### config.mk
export PLATFORM = sky130hd
export DESIGN_NAME = result_packer
export DESIGN_NICKNAME = d
export VERILOG_FILES = /design/src/rtl/asic_pkg.sv /design/src/rtl/outstanding_ctr.sv /design/src/rtl/result_packer.sv
export SDC_FILE = /design/constraint.sdc
export NUM_CORES = 1
export LEC_CHECK = 0
export ABC_AREA = 1
export CORE_UTILIZATION = 56
export DETAILED_ROUTE_END_ITERATION = 10
export PLACE_DENSITY = 0.94
export SYNTH_ARGS = -nofsm -noshare
export SYNTH_HDL_FRONTEND = slang
export SYNTH_SLANG_ARGS = --single-unit
### constraint.sdc
create_clock -name clk -period 4.35 [get_ports clk]
set_input_delay 1.305 -clock clk [delete_from_list [all_inputs] [get_ports clk]]
set_output_delay 1.305 -clock clk [all_outputs]
set_load 0.005 [all_outputs]
### src/rtl/asic_pkg.sv
`default_nettype none
// ============================================================================
// Module      : asic_pkg
// Description : Shared types and memory-command constants for the MVM store path.
// Revision    : 1.0 - initial release
// ============================================================================
package asic_pkg;

    typedef enum logic [2:0] {
        ST_IDLE     = 3'd0,
        ST_COLLECT  = 3'd1,
        ST_STORE_DW = 3'd2,
        ST_FLUSH_B  = 3'd3,
        ST_DRAIN    = 3'd4,
        ST_DONE     = 3'd5
    } packer_state_t;

    localparam logic [4:0] MEM_CMD_WR = 5'd1;
    localparam logic [2:0] MEM_TYP_B  = 3'd0;
    localparam logic [2:0] MEM_TYP_D  = 3'd3;

endpackage
`default_nettype wire

### src/rtl/outstanding_ctr.sv
`default_nettype none
// ============================================================================
// Module      : outstanding_ctr
// Description : Saturating up/down count of memory requests awaiting a response.
// Revision    : 1.0 - initial release
// ============================================================================
module outstanding_ctr #(
    parameter int MAX_OUTSTANDING = 4
) (
    input  logic       clk,
    input  logic       reset,
    input  logic       inc_i,
    input  logic       dec_i,
    output logic [3:0] count_o,
    output logic       full_o,
    output logic       zero_o
);

    localparam logic [3:0] C_MAX = 4'(MAX_OUTSTANDING);

    logic [3:0] r_count;
    logic       w_dec;

    // A response with nothing in flight belongs to abandoned work; drop it.
    assign w_dec = dec_i && (r_count != 4'd0);

    always_ff @(posedge clk) begin
        if (reset) begin
            r_count <= 4'd0;
        end else if (inc_i && !w_dec) begin
            if (r_count != C_MAX) begin
                r_count <= r_count + 4'd1;
            end
        end else if (w_dec && !inc_i) begin
            r_count <= r_count - 4'd1;
        end
    end

    assign count_o = r_count;
    assign full_o  = (r_count == C_MAX);
    assign zero_o  = (r_count == 4'd0);

endmodule
`default_nettype wire

### src/rtl/result_packer.sv
`default_nettype none
// ============================================================================
// Module      : result_packer
// Description : Packs result bytes into doubleword stores, flushes the tail as
//               byte stores and signals when every store has been acknowledged.
// Revision    : 1.0 - initial release
// ============================================================================
module result_packer
    import asic_pkg::*;
#(
    parameter int XLEN            = 64,
    parameter int ADDR_W          = 40,
    parameter int MAX_OUTSTANDING = 4
) (
    input  logic              clk,
    input  logic              reset,
    input  logic              start_i,
    input  logic [ADDR_W-1:0] base_addr_i,
    output logic              busy_o,
    output logic              done_o,
    input  logic              in_valid_i,
    output logic              in_ready_o,
    input  logic [7:0]        in_data_i,
    input  logic              in_last_i,
    input  logic              mem_req_ready_i,
    output logic              mem_req_valid_o,
    output logic [ADDR_W-1:0] mem_req_addr_o,
    output logic [4:0]        mem_req_cmd_o,
    output logic [2:0]        mem_req_typ_o,
    output logic [XLEN-1:0]   mem_req_data_o,
    input  logic              mem_resp_valid_i
);

    packer_state_t     r_state;
    packer_state_t     w_next;
    logic [ADDR_W-1:0] r_ptr;
    logic [3:0]        r_cnt;
    logic [2:0]        r_k;
    logic [XLEN-1:0]   r_pack;
    logic              r_last;

    logic [3:0]        w_outstanding;
    logic              w_full;
    logic              w_zero;
    logic              w_issuing;
    logic              w_fire;
    logic              w_flush_end;

    assign w_issuing   = (r_state == ST_STORE_DW) || (r_state == ST_FLUSH_B);
    assign w_fire      = w_issuing && !w_full && mem_req_ready_i;
    assign w_flush_end = (r_state == ST_FLUSH_B) && w_fire && ({1'b0, r_k} == r_cnt - 4'd1);

    outstanding_ctr #(
        .MAX_OUTSTANDING (MAX_OUTSTANDING)
    ) u_ctr (
        .clk     (clk),
        .reset   (reset),
        .inc_i   (w_fire),
        .dec_i   (mem_resp_valid_i),
        .count_o (w_outstanding),
        .full_o  (w_full),
        .zero_o  (w_zero)
    );

    always_ff @(posedge clk) begin
        if (reset) begin
            r_state <= ST_IDLE;
        end else begin
            r_state <= w_next;
        end
    end

    always_comb begin
        w_next          = r_state;
        busy_o          = 1'b1;
        done_o          = 1'b0;
        in_ready_o      = 1'b0;
        mem_req_valid_o = 1'b0;
        mem_req_addr_o  = '0;
        mem_req_cmd_o   = 5'd0;
        mem_req_typ_o   = 3'd0;
        mem_req_data_o  = '0;
        case (r_state)
            ST_IDLE: begin
                busy_o = 1'b0;
                if (start_i) w_next = ST_COLLECT;
            end
            ST_COLLECT: begin
                in_ready_o = 1'b1;
                if (in_valid_i) begin
                    if (r_cnt == 4'd7)  w_next = ST_STORE_DW;
                    else if (in_last_i) w_next = ST_FLUSH_B;
                end
            end
            ST_STORE_DW: begin
                mem_req_valid_o = !w_full;
                mem_req_addr_o  = r_ptr;
                mem_req_cmd_o   = MEM_CMD_WR;
                mem_req_typ_o   = MEM_TYP_D;
                mem_req_data_o  = r_pack;
                if (w_fire) w_next = r_last ? ST_DRAIN : ST_COLLECT;
            end
            ST_FLUSH_B: begin
                mem_req_valid_o = !w_full;
                mem_req_addr_o  = r_ptr + ADDR_W'(r_k);
                mem_req_cmd_o   = MEM_CMD_WR;
                mem_req_typ_o   = MEM_TYP_B;
                mem_req_data_o  = {{(XLEN-8){1'b0}}, r_pack[8*r_k +: 8]};
                if (w_flush_end) w_next = ST_DRAIN;
            end
            ST_DRAIN: begin
                if (w_zero) w_next = ST_DONE;
            end
            ST_DONE: begin
                done_o = 1'b1;
                w_next = ST_IDLE;
            end
            default: begin
                busy_o = 1'b0;
                w_next = ST_IDLE;
            end
        endcase
    end

    // Datapath: the pointer only advances per doubleword; tail bytes index off it with r_k.
    always_ff @(posedge clk) begin
        if (reset) begin
            r_ptr  <= '0;
            r_cnt  <= 4'd0;
            r_k    <= 3'd0;
            r_pack <= '0;
            r_last <= 1'b0;
        end else begin
            case (r_state)
                ST_IDLE: begin
                    if (start_i) begin
                        r_ptr  <= {base_addr_i[ADDR_W-1:3], base_addr_i[2:0] & 3'b000};
                        r_cnt  <= 4'd0;
                        r_k    <= 3'd0;
                        r_pack <= '0;
                        r_last <= 1'b0;
                    end
                end
                ST_COLLECT: begin
                    if (in_valid_i) begin
                        r_pack[8*r_cnt[2:0] +: 8] <= in_data_i;
                        r_cnt  <= r_cnt + 4'd1;
                        r_last <= in_last_i;
                        r_k    <= 3'd0;
                    end
                end
                ST_STORE_DW: begin
                    if (w_fire) begin
                        r_ptr  <= r_ptr + ADDR_W'(8);
                        r_cnt  <= 4'd0;
                        r_pack <= '0;
                    end
                end
                ST_FLUSH_B: begin
                    if (w_fire) r_k <= r_k + 3'd1;
                end
                default: begin
                end
            endcase
        end
    end

endmodule
`default_nettype wire
### Word level (Yosys, flattened, before mapping)

Index checks and enable logic that the tools add are counted.

| word-level totals | value |
|---|---|
| register bits | 119 |
| bits of input ports | 55 |
| output and inout bits | 116 |
| logic and storage cells | 101 |

| cells by class | value |
|---|---|
| $add $sub $neg | 8 |
| equal/unequal tests | 17 |
| shift operators | 3 |
| mux-type cells | 39 |
| reductions and logical operators | 27 |

Operators with widths:

| cell | number |
|---|---|
| $mux 64 | 3 |
| $pmux 64 s3 | 1 |
| $pmux 40 s2 | 2 |
| $pmux 64 s2 | 1 |
| $mux 40 | 2 |
| $bwmux 64 | 1 |
| $shift 8x34->64 const A | 1 |
| $shiftx 64x7->8 | 1 |
| $shiftx 8x34->64 | 1 |
| $add 40x3->40 | 1 |
| $add 40x4->40 const B | 1 |
| $neg 6->34 | 1 |
| $mux 3 | 11 |
| $mux 4 | 6 |
| $pmux 3 s5 | 1 |
| $pmux 4 s3 | 1 |
| $pmux 3 s3 | 1 |
| $add 4x1->4 const B | 2 |
| $eq 4x3->1 const B | 2 |
| $ne 2x2->1 const B | 4 |
| $reduce_and 4->1 | 2 |
| $sub 4x1->4 const B | 2 |
| $logic_and 1x1->1 | 7 |
| $mux 1 | 7 |
| 22 further kinds | 32 |

### Depth between registers and ports, before layout

| depth | value |
|---|---|
| depth in word-level cells | 8 |
| mapped depth | 14 |
| gate-level depth less buffers | 13 |

### Modules after synthesis

A second synthesis with hierarchy kept.

| unflattened totals | value |
|---|---|
| cells, all modules | 1311 |
| area, all modules | 7768.7 µm² |

By module, submodules not included:

| module | times used | cells each | area each (µm²) | sequential area each (µm²) |
|---|---|---|---|---|
| result_packer | 1 | 1265 | 7438.4 | 2242.2 |
| outstanding_ctr | 1 | 46 | 330.3 | 80.1 |

### Worst setup path before layout

Ideal clock, no wire load.

| timing | value |
|---|---|
| path type | register to output |
| from | reg r_k[1] |
| to | out mem_req_data_o[3] |
| data arrival time | 1441 ps |
| required time | 3045 ps |
| setup slack | 1604 ps |
| cell stages (with the launch flop) | 9 |
| buffers on the path | 2 |
| cells stage by stage | dfxtp_1 clkbuf_1 clkinv_1 clkbuf_1 a21oi_1 o21ai_0 nand2_1 nand2_1 nand3_1 |

| on the way | value |
|---|---|
| longest elaborated chain between the ends | 2 |

Ends and longest elaborated chain:

| what | RTL line | RTL |
|---|---|---|
| start, declared | result_packer.sv:38 | `logic [2:0] r_k;` |
| start signal, assigned | result_packer.sv:160 | `if (w_fire) r_k <= r_k + 3'd1;` |
| $shiftx 64x7->8 | result_packer.sv:108 | `mem_req_data_o = {{(XLEN-8){1'b0}}, r_pack[8*r_k +: 8]};` |
| $pmux 64 s2 | result_packer.sv:83 | `case (r_state)` |
| end, declared | result_packer.sv:30 | `output logic [XLEN-1:0] mem_req_data_o,` |

No other way between the ends.

### Worst setup path after layout

| timing | value |
|---|---|
| from | reg r_k[0] |
| to | out mem_req_data_o[5] |

The elaborated chain is that of the path after synthesis.

==> results.py <==
metrics = {
    "clock_network": {
        "cts_sinks": 116,
        "cts_root_buf": "clkbuf_16",
        "cts_hold_buf": 0,
        "cts_buffers": 17,
        "clk_latency_ps": 420,
        "cts_resized": 0,
        "clk_path_buf_depth": 2,
        "postCtsSetupRepairBufs": 0,
        "cts.clk_slew.worst_paths_ps": 60,
        "cts_max_level": 4,
        "cts_tree": "yes",
    },
    "cells_and_area": {
        "drive_above_1_share": 0.0647,
        "nets": 1503,
        "design_area_mm2": 0.00998,
        "utilization": 0.748,
        "syn_to_final_growth_pct": 29.7,
        "insertedDiodeCount": 0,
    },
    "worst_setup_path": {
        "arrival_ps": 2930,
        "rrSetupSlack_ps": 1130,
        "path_buf_inv": 2,
        "required_ps": 3040,
        "endpoint_kind": "output port",
        "worst-path-max-fanout": 23,
        "cp_cell_sequence": "inv_1 -> a21oi_1 -> o21ai_0 -> a21oi_1 -> o21ai_0 -> nand2_1 -> clkdlybuf4s50_1",
        "critPathKind": "reg -> out",
        "cp_slowest_cell": "dfxtp_1",
        "critPathTopFamily": "buffers and inverters",
        "cp_slowest_stage_delay_ps": 670,
        "worstSetupStartpointType": "flop",
    },
    "synthesis": {
        "synth_cell_types": 44,
        "avgSynthCellArea_um2": 5.87,
        "synth_edf_count": 0,
        "synth-seq-cells": 116,
        "synth.largest_area_cell": "dfxtp_1",
        "synth_warnings": 0,
        "synthMostInstantiatedCell": "nand2_1",
        "ys_top_cells_by_area": "dfxtp_1 (30%), nand2_1 (17%), nor2_1 (11%), a21oi_1 (8.8%), inv_1 (6.3%)",
        "synth.top_cell.area_share": 0.302,
        "ys.flop_type": "dfxtp_1",
        "syn-cell-area_mm2": 0.00770,
        "synth_common_cells": "nand2_1 (342), nor2_1 (222), a21oi_1 (135), inv_1 (129), dfxtp_1 (116)",
        "async_flop_share": 0,
        "synthCells": 1311,
        "yosysSeqAreaShare": 0.302,
    },
    "timing": {
        "slew_headroom": 0.336,
        "rsz0062_at_grt": "yes",
        "slew_viol_final": 0,
        "final_hold_viol_count": 0,
        "tightest_slew_ps": 996,
        "period_minus_slack_ps": 4240,
        "finalCritPeriodShare": 0.974,
        "fin_skew_ps": 6.07,
        "fmax_ghz": 0.236,
        "finalSetupTns_ps": 0,
        "setup_violations": 0,
    },
    "global_route": {
        "antenna_found_initial": 0,
        "overflow": 0,
        "grt_pass1_wl_mm": 42.9,
        "grt_start_max_net_pins": 89,
        "grt_pass1_vias": 8461,
        "grtUsageTotal": 0.385,
    },
    "route": {
        "avgViaCountPerCell": 5.80,
        "route.detailed.drc": 0,
        "routedWlPerCell_um": 16.8,
        "drtAntennaViolNets": 0,
        "wirelength_mm": 27.4,
        "dr.pass1.iters": 9,
        "vias": 9444,
        "drt_iter0_markers": 1165,
    },
    "floorplanning": {
        "die_h_um": 119,
        "initial_utilization": 0.577,
        "core_mm2": 0.0133,
        "dieArea_mm2": 0.0142,
        "pin_count": 171,
        "rows": 42,
        "die_w_um": 119,
    },
    "placement": {
        "gp_congestion": 0.987,
        "port_buffers": 162,
        "post_dp_cell_area_mm2": 0.00931,
        "dp_hpwl_mm": 19.7,
    },
    "job": {
        "maxCapViolCount": 0,
    },
    "status": {
        "status": "finished, final reports clean",
    },
    "pwr": {
        "leakagePower_nw": 3.36,
        "p_per_area_mw_per_mm2": 555,
        "vdd_ir_drop_max_v": 0.000289,
    },
    "min_path": {
        "hp-class": "reg -> reg",
    },
}
path summary, 6_finish.rpt:
check        depth (start not counted)                     from                      end
max reg2reg                         11    r_cnt[0]$_SDFFE_PP0P_  r_pack[38]$_SDFFE_PP0P_
min reg2reg                          2  r_pack[21]$_SDFFE_PP0P_  r_pack[21]$_SDFFE_PP0P_
min                                  2  r_pack[21]$_SDFFE_PP0P_  r_pack[21]$_SDFFE_PP0P_
max                                  7      r_k[0]$_SDFFE_PP0P_        mem_req_data_o[5]
final cells by class:
type | count | area (um2)
Timing Repair Buffer | 172 | 1690
Inverter | 140 | 528
Tap cell | 176 | 220
Fill cell | 1112 | 3370
Sequential cell | 116 | 2320
Multi-Input combinational cell | 992 | 4550
Clock inverter | 13 | 230
Clock buffer | 19 | 443
state kept, by name, summed over array words and instances, names as in the netlist:
name           flops
r_pack            64
u_ctr.count_o      4
r_cnt              4
r_ptr             37
r_k                3
r_last             1
r_state            3
cells by family after synthesis:
group / count (synthesis) / share of synthesized area
adder cells (fa/ha/maj): 9 / 0.0156
flip-flops: 116 / 0.302
other: 1 / 0.000487
buffers and inverters: 207 / 0.110
AO/OA/AOI/OAI: 245 / 0.169
AND/OR/NAND/NOR: 726 / 0.395
XOR/XNOR: 7 / 0.00797
metal layers:
| layer | routed length [um] | GRT usage | vias up |
|---|---|---|---|
| met5 | 0 | 0 | - |
| met4 | 1310 | 0.200 | 0 |
| met1 | 11100 | 0.506 | 4216 |
| li1 | - | - | 4447 |
| met2 | 12000 | 0.588 | 678 |
| met3 | 3030 | 0.0843 | 103 |
worst reg2reg max path: cells and delay by family, from the launching register on:
kind            cells  cell delay (ps)
flops               1              580
buf+inv             2              390
fa+ha+maj           2              630
compound gates      2              260
simple gates        5             1200
metrics by stage:
step	worst slack (ps)	power [mW]	hold slack, ps	cells
2_1_floorplan	1600	3.20	441	1315
3_3_place_gp	678	3.80	448	1596
3_5_place_dp	670	3.84	452	1596
4_1_cts	229	5.46	460	1628
5_1_grt	-6.59	5.84	469	1628
6_report	113	5.54	461	1628
report_power, final:
group          switching (mW)  internal, mW  total [mW]
sequential              0.250          1.27        1.52
combinational            1.64         0.761        2.40
clock                   0.529          1.09        1.62
layout by cell type (no fill, tap or decap), drive strengths merged, types with 3 or more instances in the layout:
cell type	synthesis	final
inv	139	139
clkbuf	41	19
ha	8	8
clkinvlp	0	3
nand2	345	345
clkdlybuf4s50	0	161
xor2	4	4
buf	26	11
dfxtp	116	116
or2	17	17
o211a	4	4
nor2	236	236
conb	1	5
xnor2	3	3
nand3	97	97
nand4	16	16
o211ai	3	3
a21oi	135	135
clkinv	1	5
bufinv	0	6
o21ai	92	92
nor4	8	8
a31oi	6	6
No activity file was read; power rests on OpenSTA's default activity.
